**src/rtl/adc_stream_arbiter_pkg.sv**
```systemverilog
// Shared types and constants for the dual-ADC stream arbiter.
// State encodings, source tags and the round-robin pick.
package adc_stream_arbiter_pkg;

  localparam int DATA_W = 16;

  localparam logic SRC_ADC1 = 1'b0;
  localparam logic SRC_ADC2 = 1'b1;

  typedef enum logic [1:0] {
    ST_IDLE  = 2'd0,
    ST_ISSUE = 2'd1,
    ST_GAP   = 2'd2
  } state_e;

  // Both pending: the source not granted last wins.
  function automatic logic rr_pick(
    input logic ne1,
    input logic ne2,
    input logic last
  );
    if (ne1 && ne2) return ~last;
    else if (ne1)   return SRC_ADC1;
    else            return SRC_ADC2;
  endfunction

endpackage

```
**src/rtl/adc_stream_arbiter_if.sv**
```systemverilog
// Per-source sample FIFO port bundle.
// master = arbiter side, slave = FIFO side.
interface adc_stream_arbiter_if;
  import adc_stream_arbiter_pkg::*;

  logic              push;
  logic [DATA_W-1:0] wdata;
  logic              pop;
  logic              flush;
  logic              full;
  logic              empty;
  logic              drop;
  logic [DATA_W-1:0] head;

  modport master (
    output push, wdata, pop, flush,
    input  full, empty, drop, head
  );

  modport slave (
    input  push, wdata, pop, flush,
    output full, empty, drop, head
  );

endinterface

```
**src/rtl/adc_stream_arbiter_sample_fifo.sv**
```systemverilog
// Per-source sample FIFO with flush and drop-on-full.
// A push into a full FIFO is kept if the same clock pops.
module sample_fifo
  import adc_stream_arbiter_pkg::*;
#(
  parameter int DEPTH = 4
) (
  input logic           i_clk,
  input logic           i_rst_n,
  adc_stream_arbiter_if.slave f
);

  localparam int AW = $clog2(DEPTH);

  logic [DATA_W-1:0] mem_q [DEPTH];
  logic [AW-1:0]     wr_q;
  logic [AW-1:0]     rd_q;
  logic [AW:0]       cnt_q;
  logic [AW:0]       cnt_d;
  logic              do_push;
  logic              do_pop;

  assign f.full  = (cnt_q == (AW+1)'(DEPTH));
  assign f.empty = (cnt_q == '0);
  assign f.head  = mem_q[rd_q];

  assign do_pop  = f.pop & ~f.empty & ~f.flush;
  assign do_push = f.push & ~f.flush & (~f.full | do_pop);
  assign f.drop  = f.push & ~f.flush & f.full & ~do_pop;

  assign cnt_d = cnt_q + (AW+1)'(do_push) - (AW+1)'(do_pop);

  // Pointer/count update; flush beats any push or pop.
  always_ff @(posedge i_clk or negedge i_rst_n) begin
    if (!i_rst_n) begin
      wr_q  <= '0;
      rd_q  <= '0;
      cnt_q <= '0;
    end else if (f.flush) begin
      wr_q  <= '0;
      rd_q  <= '0;
      cnt_q <= '0;
    end else begin
      if (do_push) wr_q <= wr_q + AW'(1);
      if (do_pop)  rd_q <= rd_q + AW'(1);
      cnt_q <= cnt_d;
    end
  end

  // Sample storage.
  always_ff @(posedge i_clk or negedge i_rst_n) begin
    if (!i_rst_n) begin
      for (int i = 0; i < DEPTH; i++) mem_q[i] <= '0;
    end else if (do_push) begin
      mem_q[wr_q] <= f.wdata;
    end
  end

endmodule

```
**src/rtl/adc_stream_arbiter.sv**
```systemverilog
// Merges two ADC sample streams into one paced
// writer stream with round-robin source selection.
module adc_stream_arbiter
  import adc_stream_arbiter_pkg::*;
#(
  parameter int FIFO_DEPTH = 4,
  parameter int GAP_CLK    = 2
) (
  input  logic        i_clk,
  input  logic        i_rst_n,
  input  logic        i_en_1,
  input  logic        i_en_2,
  input  logic        i_rx_dv_1,
  input  logic        i_rx_dv_2,
  input  logic [15:0] i_adc_data_1,
  input  logic [15:0] i_adc_data_2,
  input  logic        i_sink_ready,
  input  logic        i_txe_n,
  input  logic        i_clr_ovf,
  output logic        o_rx_dv,
  output logic [15:0] o_adc_data,
  output logic        o_src,
  output logic        o_ovf_1,
  output logic        o_ovf_2
);

  adc_stream_arbiter_if f1 ();
  adc_stream_arbiter_if f2 ();

  state_e      state_q, state_d;
  logic        grant_q, grant_d;
  logic        last_q;
  logic [7:0]  gap_q, gap_d;
  logic        fire;
  logic        sel_empty;
  logic        sel_flush;
  logic        rx_dv_q;
  logic [15:0] data_q;
  logic        src_q;
  logic        ovf1_q, ovf2_q;

  assign f1.push  = i_rx_dv_1 & i_en_1;
  assign f1.wdata = i_adc_data_1;
  assign f1.flush = ~i_en_1;
  assign f1.pop   = fire & (grant_q == SRC_ADC1);

  assign f2.push  = i_rx_dv_2 & i_en_2;
  assign f2.wdata = i_adc_data_2;
  assign f2.flush = ~i_en_2;
  assign f2.pop   = fire & (grant_q == SRC_ADC2);

  sample_fifo #(.DEPTH(FIFO_DEPTH)) u_fifo_1 (
    .i_clk   (i_clk),
    .i_rst_n (i_rst_n),
    .f       (f1.slave)
  );

  sample_fifo #(.DEPTH(FIFO_DEPTH)) u_fifo_2 (
    .i_clk   (i_clk),
    .i_rst_n (i_rst_n),
    .f       (f2.slave)
  );

  assign sel_empty = grant_q ? f2.empty : f1.empty;
  assign sel_flush = grant_q ? f2.flush : f1.flush;

  // Next state, grant and gap count. The IDLE clock is
  // the last idle clock of a gap, so GAP lasts
  // GAP_CLK-1 clocks (at least one).
  always_comb begin
    state_d = state_q;
    grant_d = grant_q;
    gap_d   = gap_q;
    fire    = 1'b0;
    unique case (state_q)
      ST_IDLE: begin
        gap_d = '0;
        if ((!f1.empty || !f2.empty) &&
            i_sink_ready && !i_txe_n) begin
          state_d = ST_ISSUE;
          grant_d = rr_pick(!f1.empty, !f2.empty,
                            last_q);
        end
      end
      ST_ISSUE: begin
        gap_d = '0;
        if (sel_flush || sel_empty) begin
          state_d = ST_IDLE;
        end else begin
          fire    = 1'b1;
          state_d = ST_GAP;
        end
      end
      ST_GAP: begin
        if (32'(gap_q) + 32'd2 >= 32'(GAP_CLK)) begin
          state_d = ST_IDLE;
          gap_d   = '0;
        end else begin
          gap_d = gap_q + 8'd1;
        end
      end
      default: begin
        state_d = ST_IDLE;
        gap_d   = '0;
      end
    endcase
  end

  // FSM and arbitration registers.
  always_ff @(posedge i_clk or negedge i_rst_n) begin
    if (!i_rst_n) begin
      state_q <= ST_IDLE;
      grant_q <= SRC_ADC1;
      last_q  <= SRC_ADC2;
      gap_q   <= '0;
    end else begin
      state_q <= state_d;
      grant_q <= grant_d;
      gap_q   <= gap_d;
      if (fire) last_q <= grant_q;
    end
  end

  // Output stream; data and tag hold between strobes.
  always_ff @(posedge i_clk or negedge i_rst_n) begin
    if (!i_rst_n) begin
      rx_dv_q <= 1'b0;
      data_q  <= '0;
      src_q   <= SRC_ADC1;
    end else begin
      rx_dv_q <= fire;
      if (fire) begin
        data_q <= grant_q ? f2.head : f1.head;
        src_q  <= grant_q;
      end
    end
  end

  // Sticky overflow flags; a new drop beats clear.
  always_ff @(posedge i_clk or negedge i_rst_n) begin
    if (!i_rst_n) begin
      ovf1_q <= 1'b0;
      ovf2_q <= 1'b0;
    end else begin
      if (f1.drop)       ovf1_q <= 1'b1;
      else if (i_clr_ovf) ovf1_q <= 1'b0;
      if (f2.drop)       ovf2_q <= 1'b1;
      else if (i_clr_ovf) ovf2_q <= 1'b0;
    end
  end

  assign o_rx_dv    = rx_dv_q;
  assign o_adc_data = data_q;
  assign o_src      = src_q;
  assign o_ovf_1    = ovf1_q;
  assign o_ovf_2    = ovf2_q;

endmodule

```
**config.mk**
```make
export PLATFORM = sky130hd
export DESIGN_NAME = adc_stream_arbiter
export DESIGN_NICKNAME = d
export VERILOG_FILES = /design/src/rtl/adc_stream_arbiter_pkg.sv /design/src/rtl/adc_stream_arbiter_if.sv /design/src/rtl/adc_stream_arbiter_sample_fifo.sv /design/src/rtl/adc_stream_arbiter.sv
export SDC_FILE = /design/constraint.sdc
export NUM_CORES = 1
export LEC_CHECK = 0
export BUFFER_PORTS_ARGS = -buffer_cell sky130_fd_sc_hd__buf_2
export CORE_ASPECT_RATIO = 1.4
export CORE_MARGIN = 2
export CORE_UTILIZATION = 30
export DETAILED_ROUTE_END_ITERATION = 10
export PLACE_DENSITY = 0.49
export SLEW_MARGIN = 20
export SYNTH_ARGS = -nofsm -noshare
export SYNTH_HDL_FRONTEND = slang
export SYNTH_HIERARCHICAL = 1
export SYNTH_SLANG_ARGS = --single-unit
```
**constraint.sdc**
```tcl
create_clock -name i_clk -period 5.1 [get_ports i_clk]
set_input_delay 0 -clock i_clk [delete_from_list [all_inputs] [get_ports i_clk]]
set_output_delay 0 -clock i_clk [all_outputs]
set_load 0.02 [all_outputs]
```
Yosys cells after proc, flatten, opt, wreduce, memory -nomap -nowiden
Cells that the tools add are included.
{"block": "totals", "ff_bits": 174, "latch_bits": 0, "mem_bits_rw": 0, "romBits": 0, "in_bits": 41, "output_inout_bits": 20, "memories": 0}
{"block": "classes", "addsub": 10, "multipliers": 0, "div_mod_pow": 0, "n_lt_le_gt_ge": 7, "n_eq_ne": 10, "n_shift": 0, "muxes": 38, "bitwise_logic": 32, "reduce_logical": 17}
{"op": "64-bit bitwise mux", "n": 2}
{"op": "16-bit 2-to-1 mux", "n": 7}
{"op": "16-bit binary-select mux with 2-bit select", "n": 2}
{"op": "16-bit demux with 2-bit select", "n": 2}
{"op": "2-bit 2-to-1 mux", "n": 11}
{"op": "1-bit bitwise AND", "n": 16}
{"op": "8-bit 2-to-1 mux", "n": 2}
{"op": "3-bit >= comparator (second input constant)", "n": 4}
{"op": "2-bit NOT with 3-bit output", "n": 4}
{"op": "1-bit NOT", "n": 10}
{"op": "8-bit by 2-bit adder with 9-bit output (second input constant)", "n": 1}
{"op": "9-bit by 2-bit >= comparator with 1-bit output (second input constant)", "n": 1}
{"op": "1-bit 2-to-1 mux", "n": 9}
{"op": "2-bit by 1-bit adder with 2-bit output (second input constant)", "n": 4}
{"op": "8-bit by 1-bit adder with 8-bit output (second input constant)", "n": 1}
{"op": "2-bit by 1-bit inequality test with 1-bit output (second input constant)", "n": 4}
{"op": "3-bit by 1-bit adder with 3-bit output", "n": 2}
{"op": "3-bit == test (second input constant)", "n": 2}
{"op": "3-bit logical NOT", "n": 2}
{"op": "3-bit by 1-bit < comparator with 1-bit output (second input constant)", "n": 2}
{"op": "3-bit 2-to-1 mux", "n": 2}
{"op": "2-bit one-hot mux with 3 select lines", "n": 1}
{"op": "3-bit by 1-bit subtractor with 3-bit output", "n": 2}
{"op": "1-bit logical AND", "n": 5}
{"op": "other kinds (9)", "n": 16}

Logic depth before layout (Yosys ltp)
{"block": "depth", "depth_word": 13, "ltp_mapped": 17}

Modules after synthesis
The synthesis kept the hierarchy.
{"mod": "sample_fifo (u_fifo_1)", "instances": 1, "cells_per_inst": 201, "area_per_inst_um2": 3463.3, "seq_area_each_um2": 1776.7}
{"mod": "sample_fifo (u_fifo_2)", "instances": 1, "cells_per_inst": 200, "area_per_inst_um2": 3434.5, "seq_area_each_um2": 1776.7}
{"mod": "adc_stream_arbiter", "instances": 1, "cells_per_inst": 118, "area_per_inst_um2": 1403.8, "seq_area_each_um2": 802.0}

Worst setup path after synthesis
No wires, ideal clock.
{"block": "synth_timing", "path_kind": "flip-flop to flip-flop", "startpoint": "register u_fifo_2.cnt_q[1]", "endpoint": "register u_fifo_2.cnt_q[2]", "setup_ps": 86, "arrival_time_ps": 3448, "t_required_ps": 5014, "slack_ps": 1566, "path_stages_with_launch": 18, "n_path_buf": 2, "period_less_slack_ps": 3534, "cell_sequence": "dfrtp_1 nor3_1 and3b_1 buf_2 buf_2 nand3_1 inv_1 nor4b_4 nor2_1 inv_1 ha_1 inv_1 ha_1 inv_1 fa_1 xor2_1 and2_2 nor3_1"}
{"block": "synth_between", "elab_chain_len": 13, "elab_cells_between_ends": 16, "classes_between": "add/sub: 2; eq/ne: 1; mux: 4; bitwise: 7; reduce/logical: 2"}
{"item": "from (decl)", "line_no": "adc_stream_arbiter_sample_fifo.sv:18", "text": "logic [AW:0] cnt_q;"}
{"item": "from (signal assigned)", "line_no": "adc_stream_arbiter_sample_fifo.sv:46", "text": "cnt_q <= cnt_d;"}
{"item": "3-bit logical NOT *", "line_no": "adc_stream_arbiter_sample_fifo.sv:24", "text": "assign f.empty = (cnt_q == '0);"}
{"item": "named net f2.empty", "line_no": "adc_stream_arbiter_if.sv:11", "text": "logic empty;"}
{"item": "1-bit 2-to-1 mux *", "line_no": "adc_stream_arbiter.sv:64", "text": "assign sel_empty = grant_q ? f2.empty : f1.empty;"}
{"item": "1-bit logical OR *", "line_no": "adc_stream_arbiter.sv:87", "text": "if (sel_flush || sel_empty) begin"}
{"item": "1-bit 2-to-1 mux *", "line_no": "adc_stream_arbiter.sv:87"}
{"item": "1-bit 2-to-1 mux *", "line_no": "adc_stream_arbiter.sv:75", "text": "unique case (state_q)"}
{"item": "1-bit bitwise AND *", "line_no": "adc_stream_arbiter.sv:50", "text": "assign f2.pop = fire & (grant_q == SRC_ADC2);"}
{"item": "named net f2.pop", "line_no": "adc_stream_arbiter_if.sv:8", "text": "logic pop;"}
{"item": "1-bit bitwise AND * (2 in series)", "line_no": "adc_stream_arbiter_sample_fifo.sv:27", "text": "assign do_pop = f.pop & ~f.empty & ~f.flush;"}
{"item": "1-bit bitwise OR", "line_no": "adc_stream_arbiter_sample_fifo.sv:28", "text": "assign do_push = f.push & ~f.flush & (~f.full | do_pop);"}
{"item": "1-bit bitwise AND", "line_no": "adc_stream_arbiter_sample_fifo.sv:28"}
{"item": "3-bit by 1-bit adder with 3-bit output", "line_no": "adc_stream_arbiter_sample_fifo.sv:31", "text": "assign cnt_d = cnt_q + (AW+1)'(do_push) - (AW+1)'(do_pop);"}
{"item": "3-bit by 1-bit subtractor with 3-bit output *", "line_no": "adc_stream_arbiter_sample_fifo.sv:31"}
{"item": "3-bit 2-to-1 mux *", "line_no": "adc_stream_arbiter_sample_fifo.sv:39", "text": "end else if (f.flush) begin"}
Mark *: on every way through the listed nets, which the timed path passes. The rest lies on a longest branch.
A chain may end at the register's enable or synchronous reset.

Worst setup path in the final report
Same ends and word-level chain as after synthesis.

==> flow_summary.toml <==
[yosys]
synth_top_flop_cell = "dfrtp_1"
ys_types = 46
synth_compound_area_share_pct = 4.371
yosysWarnings = 6
synth_top_area_share_pct = 52.15
synth_area_per_cell_sq_um = 16.00
synthCells = 519
synthSimpleGateAreaFrac_pct = 5.456
yosysSeqAreaShare_pct = 52.46
synth_area_leaders = "dfrtp_1 (52%), mux2_4 (14%), mux4_2 (8.7%)"
synth-edff-count = 0
ys_ff_latch = 174
synth_top_family_by_area = "multiplexers"
synth_adder_area_share_pct = 2.592
synth_top_area_cell = "dfrtp_1"
synth_xor_area_share_pct = 1.055
postSynth.asyncResetShare_pct = 100.0
netlist_area_sq_um = 8302
synth.area.mux_share_pct = 30.17

[final_layout]
final_common_cell = "dfrtp_1"
area_growth_pct = 20.57
fin_util_pct = 36.55
diodes = 0
drive_gt1_share_pct = 43.92
layout_common_cells = "dfrtp_1 (173), mux2_4 (80), buf_2 (59)"
nets = 677

[critical_path]
cp_data_arrival_time_ps = 4340
critPathMaxFanout = 18
required_ps = 5450
crit_path_end_kind = "register"
path_common_cell = "inv_1"
path_cells = "nor3_1, and3b_1, nand3_1, inv_1, nor4b_4, nor2_1, inv_1, ha_1, inv_1, ha_1, inv_1, fa_1, xor2_1, and2_2, nor3_1"
startpoint_type = "register"
worst_path_max_delay_cell = "nor4b_4"
path_class = "register to register"
critical_path.max_stage_delay_ps = 590

[power]
pwr-share-seq_pct = 44.8
power_frac_clock_pct = 39.2
p_int_uw = 3050
power.switching_uw = 930.6
switching_share_pct = 23.38
peakVddDrop_uv = 223.1
power_density_nw_per_um2 = 397.7
power_frac_comb_pct = 16.0
p_leak_uw = 0.004527

[grt]
first_global_vias = 5243
grt_first_pass_wirelength_microns = 29860
grt_max_degree = 113
antenna_found_initial = 0
grt.overflow.total = 0
track_usage_pct = 13.53

[clocking]
cts_max_level = 4
clk_latency_ps = 430
cts-root-buf = "clkbuf_16"
cts_tree = "done"
cts_buffers = 17
clk_pin_slew_ps = 70
cts_buffer_depth = 2
postCtsSetupBuffers = 0
cts_sinks = 174
cts_resized = 0

[placed_design]
gp_congestion = 0.7288
dpl.hpwl_microns = 12470
port_buffers = 60

[timing]
worst_pin_slew_ps = 969.3
rsz0062_at_grt = "false"
hold_ws_ps = 125.8
hold_violations = 0
slew_headroom_pct = 35.38
fmax_ghz = 0.2503
setup_violations = 0
tns_ps = 0
fin_crit_ps = 3996
drv_slew = 0
period_share_pct = 78.35
skew_ps = 11.02

[run_status]
status = "completed"

[run]
drv_cap = 0

[floorplan]
ios = 61
rows = 72
die_h_microns = 200.8
initial_core_util_pct = 30.31
die_x_microns = 144.6
dieArea_sq_um = 29040
core_area_sq_um = 27390

[min_path]
hp-class = "primary input to register"

[routing]
viasPerCell = 4.633
drc_errors = 0
num_vias = 4647
routedWlPerCell_microns = 18.16
dr.pass1.iters = 4
drtAntennaViolNets = 0
dr.first_iter.drc_count = 262
drt-total-wl_microns = 18220
[final timing paths]
| kind | from | to | cells past startpoint | slack, ps |
|---|---|---|---|---|
| worst max-delay path | u_fifo_2/cnt_q[1] | u_fifo_2/cnt_q[2] | 15 | 1100 |
| worst min-delay path | i_sink_ready | grant_q | 4 | 130 |
| worst max register to register | u_fifo_2/cnt_q[1] | u_fifo_2/cnt_q[2] | 15 | 1100 |
| worst min register to register | o_ovf_2 | o_ovf_2 | 1 | 480 |
| max in group asynchronous | i_rst_n | u_fifo_1/mem_q[4] | 3 | 3460 |
| min in group asynchronous | i_rst_n | u_fifo_1/mem_q[37] | 2 | 270 |
[synthesized netlist by cell type (4+ instances only)]
cell,instances
dfrtp_1,173
mux2_4,80
mux2_2,50
mux4_2,32
inv_1,19
nor2_1,18
a22oi_1,16
o2bb2ai_1,16
ha_1,14
buf_2,8
buf_6,8
clkbuf_1,8
xor2_1,8
and3b_1,6
nor3b_4,5
buf_12,4
nand2b_1,4
nor3_1,4
[power by group through the flow]
stage	registers [uW]	clock network, uW	logic, uW
global placement	1780	0	600
floorplan	1780	0	431
finish	1780	1560	637
CTS	1780	1600	646
global route	1810	1660	688
detailed placement	1800	0	619
[timing repair]
action / 4_1_cts / 5_1_grt
hold endpoints to repair: 250 / 0
hold buffers: 38 / 0
endpoints found under the setup margin: 0 / 0
[critical path: cells and delay by family (launching register included)]
family	cells	cell delay, ps
xor gates and xnor gates	1	160
adders and majority gates	3	740
buffers and inverters	4	310
DFF	1	490
and+or+nand+nor	7	2200
[metrics by stage]
stage | instances | total power (uW) | worst slack (ps) | instance area [sq um]
3_5_place_dp | 933 | 2422 | 1095 | 8914
5_1_grt | 1003 | 4156 | 741.7 | 10010
4_1_cts | 1003 | 4029 | 1076 | 10010
2_1_floorplan | 521 | 2214 | 1566 | 8309
3_3_place_gp | 933 | 2382 | 1276 | 8914
6_report | 1003 | 3981 | 1104 | 10010
[area by class of cell]
class | instances | area, sq um
Fill cell | 2633 | 17380
Sequential cell | 174 | 4355
Multi-Input combinational cell | 299 | 3635
Timing Repair Buffer | 109 | 772.0
Clock buffer | 21 | 480.5
Tap cell | 370 | 462.9
Clock inverter | 11 | 232.7
Inverter | 19 | 71.32
[logic make-up (layout without fill, tap and decap cells)]
group / count (synthesis) / count (layout)
XOR/XNOR: 10 / 10
AND/OR/NAND/NOR: 61 / 61
adder cells (fa/ha/maj): 16 / 16
buffers and inverters: 48 / 160
other: 1 / 3
multiplexers: 164 / 164
flip-flops: 174 / 174
AO/OA/AOI/OAI: 45 / 45
[metal layers]
layer / vias up / track usage (%) / part of all wire [%]
li1: 2094 / - / -
met1: 2485 / 17.76 / 45
met2: 56 / 22.24 / 51
met3: 12 / 2.958 / 2.4
met4: 0 / 4.265 / 1.2
met5: - / 0 / 0
[flip-flops by register name, indices dropped and copies added, names as in the netlist, 3 cells and up]
name            flops
o_adc_data         16
u_fifo_2/cnt_q      3
u_fifo_2/mem_q     64
gap_q               8
u_fifo_1/cnt_q      3
u_fifo_1/mem_q     64
Power figures use the tool's default switching activity.
